[src/rtl/cpu_control_unit_if.sv]
// Signal bundle between the control unit and its instruction memory / datapath.
// master = control unit, slave = memory + datapath side.
interface cpu_control_unit_if #(parameter int PC_W = 9);
  logic [31:0]     imemData;
  logic            cFlag, nFlag, vFlag, zFlag;
  logic [PC_W-1:0] rfRdData0Short;
  logic [PC_W-1:0] imemAdrx;
  logic [15:0]     immediate;
  logic [4:0]      rfRdAdrx0, rfRdAdrx1, rfWrAdrx;
  logic [2:0]      aluCtl;
  logic            rfWriteEn, aluBusBSel, dmemResultSel, regDest, dmemWrEn, halted;

  modport master (
    input  imemData, cFlag, nFlag, vFlag, zFlag, rfRdData0Short,
    output imemAdrx, immediate, rfRdAdrx0, rfRdAdrx1, rfWrAdrx, aluCtl,
           rfWriteEn, aluBusBSel, dmemResultSel, regDest, dmemWrEn, halted
  );

  modport slave (
    output imemData, cFlag, nFlag, vFlag, zFlag, rfRdData0Short,
    input  imemAdrx, immediate, rfRdAdrx0, rfRdAdrx1, rfWrAdrx, aluCtl,
           rfWriteEn, aluBusBSel, dmemResultSel, regDest, dmemWrEn, halted
  );
endinterface

[src/rtl/cpu_control_unit.sv]
// Multicycle fetch/decode/sequencing controller: owns PC, IR and latched ALU flags,
// and drives every datapath control from the current instruction and FSM state.
module cpu_control_unit #(
  parameter int              PC_W     = 9,
  parameter logic [PC_W-1:0] RESET_PC = '0
) (
  input logic                clk,
  input logic                rstN,
  cpu_control_unit_if.master bus
);
  typedef enum logic [2:0] {FETCH, DECODE, EXEC, MEM, WB, HALT} state_t;

  localparam logic [4:0] OP_ADDI = 5'b01001;
  localparam logic [4:0] OP_LW   = 5'b01010;
  localparam logic [4:0] OP_SW   = 5'b01011;
  localparam logic [4:0] OP_B    = 5'b10000;
  localparam logic [4:0] OP_BGT  = 5'b10001;
  localparam logic [4:0] OP_JR   = 5'b10010;
  localparam logic [4:0] OP_HALT = 5'b11111;

  state_t          state, nextState;
  logic [31:0]     ir;
  logic [PC_W-1:0] pc;
  logic            cF, nF, vF, zF;
  logic [4:0]      op;
  logic            isRType, isAddi, isLw, isSw, isB, isBgt, isJr, isHalt;
  logic            bgtTaken, writesFlags;
  logic            unusedCarry;

  assign op          = ir[31:27];
  assign isRType     = (op[4:3] == 2'b00) && (op[2:0] != 3'b000);
  assign isAddi      = (op == OP_ADDI);
  assign isLw        = (op == OP_LW);
  assign isSw        = (op == OP_SW);
  assign isB         = (op == OP_B);
  assign isBgt       = (op == OP_BGT);
  assign isJr        = (op == OP_JR);
  assign isHalt      = (op == OP_HALT);
  assign writesFlags = isRType || isAddi;
  assign bgtTaken    = !zF && (nF == vF);
  // Carry is architecturally latched but no current instruction consumes it.
  assign unusedCarry = cF;

  always_ff @(posedge clk or negedge rstN) begin
    if (!rstN) state <= FETCH;
    else       state <= nextState;
  end

  always_ff @(posedge clk or negedge rstN) begin
    if (!rstN) begin
      ir <= '0;
      pc <= RESET_PC;
      {cF, nF, vF, zF} <= 4'b0000;
    end else begin
      if (state == FETCH) ir <= bus.imemData;
      if (state == EXEC) begin
        if (isB || (isBgt && bgtTaken)) pc <= ir[PC_W-1:0];
        else if (isJr)                  pc <= bus.rfRdData0Short;
        else                            pc <= pc + PC_W'(1);
        if (writesFlags) {cF, nF, vF, zF} <= {bus.cFlag, bus.nFlag, bus.vFlag, bus.zFlag};
      end
    end
  end

  // Strobes depend only on state (async-reset) and IR, so reset kills them at once.
  always_comb begin
    nextState         = state;
    bus.rfWriteEn     = 1'b0;
    bus.dmemWrEn      = 1'b0;
    bus.dmemResultSel = 1'b0;
    bus.halted        = 1'b0;
    unique case (state)
      FETCH:  nextState = DECODE;
      DECODE: nextState = isHalt ? HALT : EXEC;
      EXEC: begin
        if (writesFlags)      nextState = WB;
        else if (isLw || isSw) nextState = MEM;
        else                   nextState = FETCH;
      end
      MEM: begin
        nextState         = isLw ? WB : FETCH;
        bus.dmemWrEn      = isSw;
        bus.dmemResultSel = isLw;
      end
      WB: begin
        nextState         = FETCH;
        bus.rfWriteEn     = 1'b1;
        bus.dmemResultSel = isLw;
      end
      HALT: begin
        nextState  = HALT;
        bus.halted = 1'b1;
      end
      default: nextState = FETCH;
    endcase
  end

  always_comb begin
    bus.aluCtl     = 3'b000;
    bus.aluBusBSel = 1'b0;
    if (isRType) bus.aluCtl = op[2:0];
    if (isAddi || isLw || isSw) begin
      bus.aluCtl     = 3'b001;
      bus.aluBusBSel = 1'b1;
    end
  end

  assign bus.imemAdrx  = pc;
  assign bus.immediate = ir[15:0];
  assign bus.rfRdAdrx0 = ir[21:17];
  assign bus.rfRdAdrx1 = isSw ? ir[26:22] : ir[16:12];
  assign bus.rfWrAdrx  = ir[26:22];
  assign bus.regDest   = 1'b1;
endmodule

[src/flat_wrapper.sv]
// flat-port wrapper written by rule: the top's interface ports become plain ports
module cpu_control_unit_flat 
#(
  parameter int              PC_W     = 9,
  parameter logic [PC_W-1:0] RESET_PC = '0
)
  (clk, rstN, bus_imemData, bus_cFlag, bus_nFlag, bus_vFlag, bus_zFlag, bus_rfRdData0Short, bus_imemAdrx, bus_immediate, bus_rfRdAdrx0, bus_rfRdAdrx1, bus_rfWrAdrx, bus_aluCtl, bus_rfWriteEn, bus_aluBusBSel, bus_dmemResultSel, bus_regDest, bus_dmemWrEn, bus_halted);
  cpu_control_unit_if #(.PC_W(PC_W)) bus_i ();
  input logic clk;
  input logic rstN;
  input wire logic [$bits(bus_i.imemData)-1:0] bus_imemData;
  input wire logic [$bits(bus_i.cFlag)-1:0] bus_cFlag;
  input wire logic [$bits(bus_i.nFlag)-1:0] bus_nFlag;
  input wire logic [$bits(bus_i.vFlag)-1:0] bus_vFlag;
  input wire logic [$bits(bus_i.zFlag)-1:0] bus_zFlag;
  input wire logic [$bits(bus_i.rfRdData0Short)-1:0] bus_rfRdData0Short;
  output wire logic [$bits(bus_i.imemAdrx)-1:0] bus_imemAdrx;
  output wire logic [$bits(bus_i.immediate)-1:0] bus_immediate;
  output wire logic [$bits(bus_i.rfRdAdrx0)-1:0] bus_rfRdAdrx0;
  output wire logic [$bits(bus_i.rfRdAdrx1)-1:0] bus_rfRdAdrx1;
  output wire logic [$bits(bus_i.rfWrAdrx)-1:0] bus_rfWrAdrx;
  output wire logic [$bits(bus_i.aluCtl)-1:0] bus_aluCtl;
  output wire logic [$bits(bus_i.rfWriteEn)-1:0] bus_rfWriteEn;
  output wire logic [$bits(bus_i.aluBusBSel)-1:0] bus_aluBusBSel;
  output wire logic [$bits(bus_i.dmemResultSel)-1:0] bus_dmemResultSel;
  output wire logic [$bits(bus_i.regDest)-1:0] bus_regDest;
  output wire logic [$bits(bus_i.dmemWrEn)-1:0] bus_dmemWrEn;
  output wire logic [$bits(bus_i.halted)-1:0] bus_halted;
  assign bus_i.imemData = bus_imemData;
  assign bus_i.cFlag = bus_cFlag;
  assign bus_i.nFlag = bus_nFlag;
  assign bus_i.vFlag = bus_vFlag;
  assign bus_i.zFlag = bus_zFlag;
  assign bus_i.rfRdData0Short = bus_rfRdData0Short;
  assign bus_imemAdrx = bus_i.imemAdrx;
  assign bus_immediate = bus_i.immediate;
  assign bus_rfRdAdrx0 = bus_i.rfRdAdrx0;
  assign bus_rfRdAdrx1 = bus_i.rfRdAdrx1;
  assign bus_rfWrAdrx = bus_i.rfWrAdrx;
  assign bus_aluCtl = bus_i.aluCtl;
  assign bus_rfWriteEn = bus_i.rfWriteEn;
  assign bus_aluBusBSel = bus_i.aluBusBSel;
  assign bus_dmemResultSel = bus_i.dmemResultSel;
  assign bus_regDest = bus_i.regDest;
  assign bus_dmemWrEn = bus_i.dmemWrEn;
  assign bus_halted = bus_i.halted;
  cpu_control_unit #(.PC_W(PC_W), .RESET_PC(RESET_PC)) u_core (.clk(clk), .rstN(rstN), .bus(bus_i));
endmodule
[config.mk]
export PLATFORM = sky130hd
export DESIGN_NAME = cpu_control_unit_flat
export DESIGN_NICKNAME = d
export VERILOG_FILES = /design/src/rtl/cpu_control_unit_if.sv /design/src/rtl/cpu_control_unit.sv /design/src/flat_wrapper.sv
export SDC_FILE = /design/constraint.sdc
export NUM_CORES = 1
export LEC_CHECK = 0
export BUFFER_PORTS_ARGS = -buffer_cell sky130_fd_sc_hd__buf_2
export CELL_PAD_IN_SITES_DETAIL_PLACEMENT = 1
export CELL_PAD_IN_SITES_GLOBAL_PLACEMENT = 1
export CORE_MARGIN = 8
export CORE_UTILIZATION = 33
export CTS_CLUSTER_SIZE = 25
export DETAILED_ROUTE_END_ITERATION = 8
export GPL_ROUTABILITY_DRIVEN = 0
export PLACE_DENSITY = 0.84
export SLEW_MARGIN = 20
export SYNTH_ARGS = -nofsm -noshare
export SYNTH_HDL_FRONTEND = slang
export SYNTH_SLANG_ARGS = --single-unit
export TNS_END_PERCENT = 1
[constraint.sdc]
create_clock -name clk -period 1.6 [get_ports clk]
set_clock_uncertainty 0.1 [all_clocks]
set_input_delay 0.08 -clock clk [delete_from_list [all_inputs] [get_ports clk]]
set_output_delay 0.08 -clock clk [all_outputs]
set_load 0.03 [all_outputs]
==> qor.txt, run 1 <==
Cell family with most CP delay: flip-flops
Util after Layout: 0.524
Number of synthesis warnings: 0
Core Footprint: 7290 µm²
Seq/Total Area, Yosys: 0.470
Clk pin slew, worst setup/hold paths: 0.09 ns
Seq cells post-synth: 47
Number of port buffers: 93
Critical Path Fanout Max: 6
CP startpoint kind: register
Slew Viols, Final: 0
Outcome: complete, but fails checks
Post-Syn Instances: 223
Total congestion overflow: 0
Worst Path Buf+Inv: 2
Root buffer cell: clkbuf_8
DRC viols: 0
Max stage delay on crit path: 0.45 ns
I/O Pins: 96
HP Start: bus_rfRdData0Short[8]
WS Path Type: register to output pin
Critical Path Slowest Stage Cell: dfrtp_2
Nature of the critical path endpoint: output pin
Pwr dens: 2260 nW/µm²
Number of global-route vias before repair: 2583
Net Count, Synth: 271
Failing checks: setup timing
Min Clock Period, post-route: 1.77 ns
Reg2reg setup slack: -0.10 ns
Synth Area per Inst: 11.2 µm²
CTS tree: done
Worst-margin pin slew: 0.509 ns
Layout cell share with drive strength beyond 1: 0.521
Yosys cell types: 41
Initial antenna violation count: 1
RSZ-0062 raised after global routing: true
Die Footprint: 10600 µm²
DR iter-0 viols: 73
Fin Hold WS: 0.00729 ns
Layout Nets: 406
Worst-path cell chain: nor2_4 -> nand4_1 -> buf_6 -> mux2_2 -> buf_6
Register-to-Register Path Depth: 6
Total GRT Usage: 0.173
Leak: 1.76 nW
HPWL after detailed placement: 5.84 mm
Reg-to-Reg Start: u_core.vF$_DFFE_PN0P_
WP data required: 1.42 ns
Hold-critical path endpoint: u_core.bus.imemAdrx[8]$_DFFE_PN0N_
Pwr Total: 8.63 mW
Reg2reg end: u_core.bus.imemAdrx[0]$_DFFE_PN0N_
Setup_tns: -3.79 ns
Final Hold Fails: 0
Cts bufs inserted: 5
Cell mode on critical path: buf_6
Die height: 103 µm
Max-cap viol count: 0
DIE WIDTH: 103 µm
Min-Delay Path Depth: 3
Rows: 31
Maximum vdd drop: 0.000815 V
Drt first pass iters: 4
Drt wl/cell: 19.3 µm
Largest net degree at the start of global routing: 29
Mapped cell area: 2500 µm²
Hold Crit Class: input port to register
Final period util: 1.11
H-Tree Depth: 2
Slew headroom: 0.661
Vias per inst: 4.85
Initial core utilization: 0.343
Via Count: 2228
Antenna-violating nets left: 0
Final worst slack: -0.174 ns
CTS sink cnt: 47
Final setup fails: 54
Bufs on Longest Clock Path: 2
WL final: 8.84 mm
First-pass GRT wire length: 13.9 mm
Fmax: 564 MHz
Critical Path AT: 1.59 ns
Area growth syn-to-layout: 52.7%
Clock latency on the worst-skew pair: 0.30 ns
## cell type report
class / count / area [µm²]
fillers: 808 / 3470
repair buffers: 166 / 1260
flip-flops and latches: 47 / 1180
multi-input cells: 138 / 1150
well taps: 99 / 124
clock buffers: 8 / 100
diodes: 1 / 2.50
## power breakdown
group	leakage (nW)	internal [mW]	switching, mW
Combinational	1.16	2.43	3.06
Clock	0.0515	0.395	0.405
Sequential	0.550	1.81	0.529
Total	1.76	4.63	3.99
## worst register-to-register path, delay by kind of cell (launching register included)
kind / cells / cell delay (ns)
compound gates: 2 / 0.31
flops: 1 / 0.39
buf+inv: 1 / 0.13
xor+xnor: 1 / 0.14
simple gates: 2 / 0.57
## timing repair
item,CTS,global route
hold buffers,40,0
gates resized for setup,38,8
pin swaps,5,9
hold endpoints to repair,58,0
buffers inserted,6,1
setup endpoints to repair,50,59
## cell usage after synthesis (all sizes together)
library cell | number | area, µm²
o211ai | 5 | 37.5
o211a | 1 | 10.0
nor3 | 2 | 15.0
or3 | 1 | 6.26
or2 | 1 | 6.26
dfrtp | 47 | 1180
nor2b | 2 | 12.5
o21a | 1 | 7.51
conb | 1 | 3.75
nor3b | 1 | 7.51
and3b | 1 | 8.76
a221oi | 1 | 8.76
xor2 | 6 | 52.6
o22ai | 2 | 12.5
a21o | 1 | 7.51
xnor2 | 2 | 17.5
clkbuf | 2 | 7.51
and3 | 2 | 12.5
ha | 1 | 12.5
nor4b | 1 | 8.76
o311ai | 1 | 8.76
and2 | 3 | 18.8
nor2 | 14 | 52.6
nor4 | 1 | 21.3
mux2 | 40 | 450
nand4 | 2 | 12.5
nand2b | 3 | 18.8
a211oi | 1 | 7.51
nand3 | 8 | 40.0
buf | 36 | 256
a21oi | 9 | 45.0
nand2 | 10 | 37.5
a31oi | 1 | 6.26
o32ai | 1 | 8.76
nand3b | 2 | 15.0
o21ai | 6 | 30.0
mux2i | 4 | 40.0
## worst max path at each step
stage / depth (start not counted) / end / slack, ns / from
3_3_place_gp: 4 / u_core.ir[26]$_DFFE_PN0P_ / -0.08 / u_core.state[2]$_DFF_PN0_
3_5_place_dp: 6 / u_core.bus.imemAdrx[0]$_DFFE_PN0N_ / -0.12 / u_core.ir[29]$_DFFE_PN0P_
5_1_grt: 5 / bus_rfRdAdrx1[4] / -0.23 / u_core.ir[30]$_DFFE_PN0P_
4_1_cts: 5 / bus_rfRdAdrx1[0] / -0.18 / u_core.ir[31]$_DFFE_PN0P_
6_report: 5 / bus_rfRdAdrx1[0] / -0.17 / u_core.ir[31]$_DFFE_PN0P_
2_1_floorplan: 4 / u_core.ir[12]$_DFFE_PN0P_ / -0.003 / u_core.state[0]$_DFF_PN0_
## sequential cells by signal, indices dropped and copies added, names as in the netlist
name                 cells
u_core.nF                1
u_core.ir               32
u_core.vF                1
u_core.zF                1
u_core.state             3
u_core.bus.imemAdrx      9
## kinds of logic after synthesis
| logic type | synth area share |
|---|---|
| buf+inv | 0.106 |
| fa+ha+maj | 0.00500 |
| xor+xnor | 0.0280 |
| simple gates | 0.118 |
| other cells | 0.00150 |
| compound gates | 0.0760 |
| flops | 0.470 |
| mux | 0.196 |
## stage by stage
step                      instances  cell area [µm²]  setup WS, ns
after floorplan                 223             2530      -0.00328
after global placement          403             3100       -0.0833
after detailed placement        403             3100        -0.124
after CTS                       457             3780        -0.178
after global routing            459             3820        -0.229
final                           459             3820        -0.174
## cell usage in the layout, fill, tap and decap left out, drive strengths merged
cell and count:
buf 126, dfrtp 47, dlygate4sd3 40, mux2 40, nor2 14, nand2 10, a21oi 9, nand3 8
clkbuf 8, xor2 6, o21ai 6, o211ai 5, mux2i 4, nand2b 3, and2 3, and3 2
nand3b 2, nand4 2, nor3 2, xnor2 2, o22ai 2, nor2b 2, diode 1, and3b 1
a31oi 1, o21a 1, o211a 1, a21o 1, or2 1, o311ai 1, o32ai 1, nor3b 1
nor4b 1, nor4 1, a211oi 1, or3 1, a221oi 1, ha 1, conb 1
## layer usage
layer  track usage  routed length [µm]  vias up
met5             0                   0        -
met4         0.106                 380        0
met3        0.0270                 302       30
met2         0.329                4990       57
met1         0.173                3170     1114
li1              -                   -     1027
No activity file was read; power rests on OpenSTA's default activity.
==> run 2, diff against run 1 <==
--- a/config.mk
+++ b/config.mk
@@ -8,12 +8,11 @@
 export BUFFER_PORTS_ARGS = -buffer_cell sky130_fd_sc_hd__buf_2
 export CELL_PAD_IN_SITES_DETAIL_PLACEMENT = 1
 export CELL_PAD_IN_SITES_GLOBAL_PLACEMENT = 1
-export CORE_MARGIN = 8
-export CORE_UTILIZATION = 33
+export CORE_UTILIZATION = 40
 export CTS_CLUSTER_SIZE = 25
 export DETAILED_ROUTE_END_ITERATION = 8
 export GPL_ROUTABILITY_DRIVEN = 0
-export PLACE_DENSITY = 0.84
+export PLACE_DENSITY = 0.94
 export SLEW_MARGIN = 20
 export SYNTH_ARGS = -nofsm -noshare
 export SYNTH_HDL_FRONTEND = slang
==> constraint.sdc (replaced) <==
create_clock -name clk -period 2.04 [get_ports clk]
set_clock_uncertainty 0.1 [all_clocks]
set_input_delay 0.102 -clock clk [delete_from_list [all_inputs] [get_ports clk]]
set_output_delay 0.102 -clock clk [all_outputs]
set_load 0.03 [all_outputs]
==> qor.txt, run 2 (synthesis gave the netlist of run 1 again) <==
Rows: 28 (was 31)
Met2 Usage GRT: 0.429 (was 0.329)
Initial antenna violation count: 0 (was 1)
Antenna-violating nets left: 0 (unchanged)
CTS tree: done (unchanged)
RSZ-0062 raised after global routing: false (was true)
WL final: 7.15 mm (was 8.84 mm)
Max-cap viol count: 0 (unchanged)
Commonest non-fill, non-tap cell in the layout: buf_2 (unchanged)
Via Count: 2088 (was 2228)
Die Footprint: 6570 µm² (was 10600 µm²)
Largest net degree at the start of global routing: 31 (was 29)
Maximum vdd drop: 0.000732 V (was 0.000815 V)
Critical Path Fanout Max: 10 (was 6)
Total congestion overflow: 0 (unchanged)
Core Footprint: 5990 µm² (was 7290 µm²)
Root buffer cell: clkbuf_8 (unchanged)
WS Path Type: register to output pin (unchanged)
Outcome: finished clean (was complete, but fails checks)
Number of global-route vias before repair: 2250 (was 2583)
Die height: 81.1 µm (was 103 µm)
CTS sink cnt: 47 (unchanged)
Hold Crit Class: input port to register (unchanged)
Fmax: 517 MHz
Cts bufs inserted: 5 (unchanged)
Max stage delay on crit path: 0.59 ns (was 0.45 ns)
WP data required: 1.84 ns (was 1.42 ns)
Worst-path cell chain: nand3b_1 -> nor2b_1 -> nor3_1 -> buf_2 (was nor2_4 -> nand4_1 -> buf_6 -> mux2_2 -> buf_6)
Reg2reg end: u_core.nF$_DFFE_PN0P_ (was u_core.bus.imemAdrx[0]$_DFFE_PN0N_)
DR iter-0 viols: 78 (was 73)
Critical Path Sink: bus_dmemResultSel (was bus_rfRdAdrx1[0])
Reg2reg setup slack: 0.19 ns (was -0.10 ns)
Flip-flop count of the largest register after layout: 32 (unchanged)
Worst-margin pin slew: 0.695 ns (was 0.509 ns)
Final Hold Fails: 0 (unchanged)
H-Tree Depth: 2 (unchanged)
Setup_tns: 0 ns (was -3.79 ns)
Slew Viols, Final: 0 (unchanged)
Initial core utilization: 0.418 (was 0.343)
Critical Path Slowest Stage Cell: dfrtp_1 (was dfrtp_2)
DRC viols: 0 (unchanged)
Vias per inst: 5.11 (was 4.85)
Layout Nets: 381 (was 406)
Pwr dens: 1790 nW/µm² (was 2260 nW/µm²)
Pre-CTS setup slack: 0.212 ns (was -0.124 ns)
HPWL after detailed placement: 4.70 mm (was 5.84 mm)
Clk pin slew, worst setup/hold paths: 0.09 ns (about the same)
Largest Register: u_core.ir (unchanged)
Final period util: 0.948
Final setup fails: 0 (was 54)
Most frequent cells in the layout: buf_2 (93), dfrtp_1 (47), mux2_2 (38), dlygate4sd3_1 (36), nor2_1 (13) (was buf_2 (82), dfrtp_1 (44), dlygate4sd3_1 (40), mux2_2 (35), buf_4 (23))
Final worst slack: 0.105 ns (was -0.174 ns)
Total GRT Usage: 0.233 (was 0.173)
Drt first pass iters: 4 (unchanged)
Drt wl/cell: 17.5 µm (was 19.3 µm)
Pwr Total: 6.11 mW (was 8.63 mW)
Critical Path AT: 1.73 ns (was 1.59 ns)
Ant diodes: 0 (was 1)
Min Clock Period, post-route: 1.93 ns
Reg-to-Reg Start: u_core.state[1]$_DFF_PN0_ (was u_core.vF$_DFFE_PN0P_)
Register-to-Register Path Depth: 6 (unchanged)
Area growth syn-to-layout: 36.2% (was 52.7%)
CP startpoint kind: register (unchanged)
GR Util met1: 0.263 (was 0.173)
First-pass GRT wire length: 11.4 mm (was 13.9 mm)
Bufs on Longest Clock Path: 2 (unchanged)
Slew headroom: 0.537 (was 0.661)
Leak: 1.59 nW (was 1.76 nW)
I/O Pins: 96 (unchanged)
Grt met3 use: 0.0438 (was 0.0270)
Nature of the critical path endpoint: output pin (unchanged)
Number of port buffers: 93 (unchanged)
Critical path origin: u_core.state[0]$_DFF_PN0_ (was u_core.ir[31]$_DFFE_PN0P_)
Busiest grt layer: met2 (unchanged)
Clock latency on the worst-skew pair: 0.29 ns (was 0.30 ns)
Layout cell share with drive strength beyond 1: 0.464 (was 0.521)
DIE WIDTH: 81.1 µm (was 103 µm)
[run 2: area by class of cell]
cell class              count  area [µm²]
fillers                   669        2580
flip-flops and latches     47        1180
multi-input cells         138        1080
repair buffers            141         928
well taps                  75        93.8
clock buffers               6        72.6
clock inverters             2        60.1
[run 2: timing repair]
action / in CTS / in global routing
hold endpoints to repair: 63 / 0
pin swaps: 1 / 0
setup buffers: 1 / 0
cloned: 0 / 0
hold buffers: 36 / 0
gates resized for setup: 0 / 2
endpoints found under the setup margin: 5 / 6
[run 2: power by group]
part / internal [mW] / switching, mW
Clock: 0.490 / 0.313
Sequential: 1.41 / 0.491
Combinational: 1.40 / 2.01
[run 2: stage by stage]
| stage | hold WS [ns] | utilization | cells | area [µm²] |
|---|---|---|---|---|
| after floorplan | -0.294 | - | 223 | 2510 |
| after global placement | 0.0745 | 0.485 | 364 | 2900 |
| after detailed placement | 0.0801 | 0.485 | 364 | 2900 |
| after CTS | 0.0168 | 0.568 | 409 | 3400 |
| after global routing | 0.0401 | 0.569 | 409 | 3410 |
| final | 0.0192 | 0.569 | 409 | 3410 |
[run 2: worst max-delay path: cells and delay by family (launching register included)]
kind,cells,cell delay (ns)
flops,1,0.59
buf+inv,1,0.26
simple gates,3,0.59
[run 2: worst min path at each step]
stage / start / endpoint / slack, ns / cells after the start
final: bus_rfRdData0Short[3] / u_core.bus.imemAdrx[3]$_DFFE_PN0N_ / 0.02 / 3
after global routing: bus_rfRdData0Short[8] / u_core.bus.imemAdrx[8]$_DFFE_PN0N_ / 0.04 / 3
after CTS: bus_rfRdData0Short[3] / u_core.bus.imemAdrx[3]$_DFFE_PN0N_ / 0.02 / 3
after detailed placement: rstN / u_core.ir[15]$_DFFE_PN0P_ / 0.08 / 1
after global placement: rstN / u_core.ir[15]$_DFFE_PN0P_ / 0.07 / 1
after floorplan: rstN / u_core.bus.imemAdrx[0]$_DFFE_PN0N_ / -0.29 / 0
[run 2: routing by layer]
metal	vias to the layer above	wire [µm]
met2	47	3990
met1	1052	2810
met3	12	200
met4	0	148
met5	-	0
li1	977	-
